`src/rtl/hilo_muldiv.sv`:
```
// HI/LO register pair for the EX stage with a multi-cycle multiply/accumulate
// unit and an iterative restoring divider; direct MTHI/MTLO writes win over results.
module hilo_muldiv #(
  parameter int WIDTH      = 32,
  parameter int MUL_CYCLES = 2
) (
  input  logic             clk,
  input  logic             rst,
  input  logic             start,
  input  logic [2:0]       op,
  input  logic [WIDTH-1:0] op_a,
  input  logic [WIDTH-1:0] op_b,
  input  logic             cancel,
  input  logic             we_hi,
  input  logic             we_lo,
  input  logic [WIDTH-1:0] wdata,
  output logic [WIDTH-1:0] hi_o,
  output logic [WIDTH-1:0] lo_o,
  output logic             busy,
  output logic             done,
  output logic             div0
);
  localparam int CMAX = (WIDTH > MUL_CYCLES) ? WIDTH : MUL_CYCLES;
  localparam int CW   = $clog2(CMAX + 1);

  typedef enum logic [1:0] {IDLE, MUL, DIV, DIV0} state_t;
  state_t state, state_n;

  logic [WIDTH-1:0] hi, lo, a_q, b_q, quo, rem, dvs;
  logic [2:0]       op_q;
  logic [CW-1:0]    cnt;
  logic             neg_q, neg_r;

  logic             launch, fire, flag;
  logic [WIDTH-1:0] res_hi, res_lo;

  // Product is formed at 2*WIDTH so signed and unsigned share one multiplier.
  logic               sgn;
  logic [2*WIDTH-1:0] ext_a, ext_b, prod, mac;
  assign sgn   = ~op_q[0];
  assign ext_a = {{WIDTH{sgn & a_q[WIDTH-1]}}, a_q};
  assign ext_b = {{WIDTH{sgn & b_q[WIDTH-1]}}, b_q};
  assign prod  = ext_a * ext_b;

  always_comb begin
    case (op_q[2:1])
      2'b10:   mac = {hi, lo} + prod;
      2'b11:   mac = {hi, lo} - prod;
      default: mac = prod;
    endcase
  end

  // Divider works on magnitudes; signs are reapplied on the final edge.
  logic [WIDTH:0] shifted, trial;
  assign shifted = {rem, quo[WIDTH-1]};
  assign trial   = shifted - {1'b0, dvs};

  logic sgn_in, a_neg, b_neg;
  assign sgn_in = ~op[0];
  assign a_neg  = sgn_in & op_a[WIDTH-1];
  assign b_neg  = sgn_in & op_b[WIDTH-1];

  always_ff @(posedge clk) begin
    if (rst) state <= IDLE;
    else     state <= state_n;
  end

  always_comb begin
    state_n = state;
    launch  = 1'b0;
    fire    = 1'b0;
    flag    = 1'b0;
    res_hi  = hi;
    res_lo  = lo;
    case (state)
      IDLE: begin
        if (start && !cancel) begin
          launch = 1'b1;
          if (op[2] || !op[1])  state_n = MUL;
          else if (op_b == '0)  state_n = DIV0;
          else                  state_n = DIV;
        end
      end
      MUL: begin
        if (cancel) state_n = IDLE;
        else if (cnt == CW'(MUL_CYCLES - 1)) begin
          fire    = 1'b1;
          res_hi  = mac[2*WIDTH-1:WIDTH];
          res_lo  = mac[WIDTH-1:0];
          state_n = IDLE;
        end
      end
      DIV: begin
        if (cancel) state_n = IDLE;
        else if (cnt == CW'(WIDTH)) begin
          fire    = 1'b1;
          res_hi  = neg_r ? -rem : rem;
          res_lo  = neg_q ? -quo : quo;
          state_n = IDLE;
        end
      end
      DIV0: begin
        if (cancel) state_n = IDLE;
        else begin
          fire    = 1'b1;
          flag    = 1'b1;
          res_hi  = a_q;
          res_lo  = '1;
          state_n = IDLE;
        end
      end
      default: state_n = IDLE;
    endcase
  end

  always_ff @(posedge clk) begin
    if (rst) begin
      hi    <= '0;
      lo    <= '0;
      done  <= 1'b0;
      div0  <= 1'b0;
      cnt   <= '0;
      op_q  <= '0;
      a_q   <= '0;
      b_q   <= '0;
      quo   <= '0;
      rem   <= '0;
      dvs   <= '0;
      neg_q <= 1'b0;
      neg_r <= 1'b0;
    end else begin
      done <= fire;
      div0 <= fire & flag;
      hi   <= we_hi ? wdata : res_hi;
      lo   <= we_lo ? wdata : res_lo;
      if (launch) begin
        op_q  <= op;
        a_q   <= op_a;
        b_q   <= op_b;
        cnt   <= '0;
        neg_q <= a_neg ^ b_neg;
        neg_r <= a_neg;
        quo   <= a_neg ? -op_a : op_a;
        dvs   <= b_neg ? -op_b : op_b;
        rem   <= '0;
      end else if (state == DIV && cnt != CW'(WIDTH)) begin
        cnt <= cnt + CW'(1);
        if (!trial[WIDTH]) begin
          rem <= trial[WIDTH-1:0];
          quo <= {quo[WIDTH-2:0], 1'b1};
        end else begin
          rem <= shifted[WIDTH-1:0];
          quo <= {quo[WIDTH-2:0], 1'b0};
        end
      end else if (state == MUL) begin
        cnt <= cnt + CW'(1);
      end
    end
  end

  assign hi_o = hi;
  assign lo_o = lo;
  assign busy = (state != IDLE);
endmodule
```
`config.mk`:
```
export PLATFORM = sky130hd
export DESIGN_NAME = hilo_muldiv
export DESIGN_NICKNAME = d
export VERILOG_FILES = /design/src/rtl/hilo_muldiv.sv
export SDC_FILE = /design/constraint.sdc
export NUM_CORES = 2
export LEC_CHECK = 0
export CAP_MARGIN = 25
export CORE_UTILIZATION = 39
export CTS_CLUSTER_DIAMETER = 30
export DETAILED_ROUTE_END_ITERATION = 10
export GPL_TIMING_DRIVEN = 0
export PLACE_DENSITY_LB_ADDON = 0.3
export SYNTH_ARGS = -nofsm -noshare
export SYNTH_HDL_FRONTEND = slang
export SYNTH_SLANG_ARGS = --single-unit
```
`constraint.sdc`:
```
create_clock -name clk -period 15.7 [get_ports clk]
set_input_delay 3.925 -clock clk [delete_from_list [all_inputs] [get_ports clk]]
set_output_delay 3.925 -clock clk [all_outputs]
set_load 0.01 [all_outputs]
```
==> key figures <==
Outcome
  – Status: finished clean

Worst setup path
  – Slowest CP cell: clkbuf_1
  – WP data required: approximately 16 ns
  – Kind of critical path: flip-flop to flip-flop
  – Worst-path maximum fanout: 10
  – Family with the most delay on the worst path: adder cells
  – Crit path launch type: flip-flop
  – CP peak stage delay: a little over 0.8 ns
  – Critical Path AT: 14.58 ns
  – Flop-to-flop setup slack: 1.59 ns
  – Worst reg2reg path endpoint: hi_o[31]$_SDFFE_PP0P_
  – Worst r2r path cells: 40
  – Crit end category: flip-flop
  – Reg-to-reg startpoint: a_q[16]$_SDFFE_PP0P_
  – Crit path buf inv count: 5
  – CP dominant cell by count: fa_1

Floorplanning
  – IO Pins: approximately 170
  – Die X: between 300 and 400 um
  – Core Area: around 150000 um^2
  – Initial Utilization: 0.393
  – Die Y: 388 um
  – Num rows: around 140
  – Full die area: 151000 um^2

Placement
  – Gpl congestion: just over 1
  – Placed cell count: 9112
  – Place WS: a little over 2 ns
  – DP HPWL: between 200000 and 250000 um
  – DP Area: approximately 62000 um^2
  – Port Buffers: about 170

STA
  – RSZ-0062 raised after global routing: no
  – Worst hold slack: about 0.50 ns
  – Fin. Hold Viols: 0
  – Tightest Pin Transition: between 1 and 1.5 ns
  – Max Slew Vio Count: 0
  – FMAX: just over 0.07 GHz
  – Tcrit/Tclk final: 0.898
  – Relative slew slack: 0.181
  – Clk_skew: ~0.058 ns
  – Post-layout min period: between 10 and 15 ns
  – Final setup fails: 0
  – Final TNS setup: 0 ns
  – Final critical-path setup slack: roughly 1.6 ns

Clocking
  – Clock-pin transition on the worst setup and hold timing paths: ~0.06 ns
  – CTS Buffer Depth: 3
  – TritonCTS Buffers: between 40 and 50
  – # hold bufs at CTS: 0
  – CTS tree: done
  – # H-tree levels: 2
  – Root buf cell: clkbuf_16
  – Clk Latency, worst-skew pair: 0.60 ns
  – Post-CTS setup buffers: 0
  – PostCTS Resize Cnt: 0
  – Clock Sinks: 238

GRT
  – Total GRT Usage: 0.324
  – Vias in the first global route: between 50000 and 60000
  – Initial antenna violation count: 20
  – GRT overflow: 0
  – Largest net degree at the start of global routing: 25
  – Global-route wire length before repair: between 300000 and 400000 um

Yosys
  – Post-synthesis sequential area ratio: 0.0820
  – Ys async rst share: 0
  – Post-Syn Area: approximately 58000 um^2
  – #FFs+latches synth: about 240
  – Most instantiated library cell after synthesis: inv_1
  – Post-Syn Instances: 7002
  – Average cell area after synthesis: between 8 and 9 um^2
  – Synth top area cells: fa_1 (39%), dfxtp_1 (8.2%), inv_1 (7.6%), nand2_1 (7.3%), ha_1 (6.8%)
  – Area leader, netlist: fa_1
  – Netlist cell types: between 100 and 150
  – Number of flops mapped to enable cells by yosys: 0
  – Ys flop type: dfxtp_1
  – Total nets after synthesis: about 8500
  – Yosys warns: 0
  – Synth top cells by count: inv_1 (1175), nand2_1 (1132), fa_1 (1127), a21oi_1 (411), and2_1 (410)
  – Area fraction of the dominant cell type after synthesis: 0.388

Job
  – Maximum capacitance violations: 0

Finish
  – Area grow syn2layout: 10.3%
  – Util after Layout: 0.434
  – Layout fillers: approximately 15000
  – Multi-input gate area: approximately 47000 um^2
  – Post-route insts no fill: between 9000 and 10000
  – Fin nets: roughly 9000
  – Reg area: around 4800 um^2
  – Share of layout cells above drive strength 1: 0.0245
  – Final Cell Area: 64100 um^2

Power
  – Pwr Density: roughly 56 nW/um^2
  – Worst IR Drop VDD: roughly 84 uV
  – LEAKAGE: approximately 28 nW
  – Pwr Total: between 3 and 4 mW

Routing
  – Post-route ant nets: 0
  – Initial DRC count: between 5000 and 6000
  – Post-route DRC violation count: 0
  – Routed WL per cell: ~27 um
  – Vias per std cell: ~5.6
  – First drt pass iteration count: 6
  – DR vias: ~52000
  – Detailed Route WL: between 200000 and 250000 um

Worst hold path
  – Min-delay src: dvs[13]$_SDFFE_PP0P_
  – Cell depth of the worst hold path: 2
  – Hold crit path type: flip-flop to flip-flop
  – Hold EP: dvs[13]$_SDFFE_PP0P_
routing by layer:
layer | vias up | share of wire | global-route usage
met5 | - | 0.00012 | 0
met4 | 4 | 0.068 | 0.189
met3 | 622 | 0.11 | 0.0920
met2 | 2711 | 0.43 | 0.481
met1 | 26300 | 0.40 | 0.420
li1 | 22500 | - | -
worst max path at each step:
stage / startpoint / to / slack, ns / cells past startpoint
final: a_q[16]$_SDFFE_PP0P_ / hi_o[31]$_SDFFE_PP0P_ / 1.59 / 40
after CTS: a_q[15]$_SDFFE_PP0P_ / hi_o[31]$_SDFFE_PP0P_ / 2.01 / 41
after global placement: b_q[6]$_SDFFE_PP0P_ / hi_o[31]$_SDFFE_PP0P_ / 2.04 / 43
after detailed placement: a_q[15]$_SDFFE_PP0P_ / hi_o[31]$_SDFFE_PP0P_ / 2.02 / 41
after global routing: b_q[21]$_SDFFE_PP0P_ / hi_o[31]$_SDFFE_PP0P_ / 1.04 / 43
after floorplan: a_q[14]$_SDFFE_PP0P_ / hi_o[31]$_SDFFE_PP0P_ / 4.99 / 42
state kept, by name, summed over array words and instances, names as in the netlist:
name,cells
quo,32
dvs,31
lo_o,32
rem,32
div0,1
done,1
neg_r,1
op_q,3
state,2
a_q,32
hi_o,32
b_q,32
cnt,6
neg_q,1
cells by family after synthesis:
family                     after synthesis  share of synthesized area
muxes                                   32                    0.00573
and+or+nand+nor                       2244                      0.178
adders and majority gates             1442                      0.456
xor gates and xnor gates               324                     0.0488
DFF                                    238                     0.0820
AOI/OAI and AO/OA                     1126                      0.126
buffers and inverters                 1596                      0.104
report_power, final:
group	leakage, nW	switching (mW)	internal, mW
combinational	25.5	1.23	0.661
sequential	1.95	0.0612	0.637
clock	0.744	0.404	0.619
final cells by class:
class,instances,area share
Inverter,1175,0.0688
Sequential cell,238,0.0743
Clock inverter,30,0.00621
Tap cell,1930,0.0377
Multi-Input combinational cell,5168,0.738
Buffer,421,0.0250
Clock buffer,52,0.0183
Antenna cell,34,0.00133
Timing Repair Buffer,187,0.0302
worst reg2reg max path: cells and delay by family, from the launching register on:
family                     cells  cell delay, ns
muxes                          1            0.23
buffers and inverters          5            1.75
adders and majority gates     10            4.90
DFF                            1            0.31
AOI/OAI and AO/OA             13            3.96
and+or+nand+nor                9            2.33
xor gates and xnor gates       2            0.51
cells in the final DEF (no fill, tap or decap), types with 45 or more instances in the layout:
master / netlist / routed
and2_1: 410 / 410
o21ai_0: 170 / 170
xor2_1: 136 / 136
clkdlybuf4s50_1: 0 / 171
nor2_1: 345 / 345
dfxtp_1: 238 / 238
fa_1: 1127 / 1126
nand2_1: 1132 / 1132
a21o_1: 80 / 80
nor3_1: 71 / 71
xnor2_1: 188 / 188
inv_1: 1175 / 1175
clkbuf_1: 400 / 404
nand3_1: 45 / 45
a211oi_1: 81 / 81
ha_1: 315 / 315
a21oi_1: 411 / 411
Note: power is estimated with default switching activity, not from simulation.
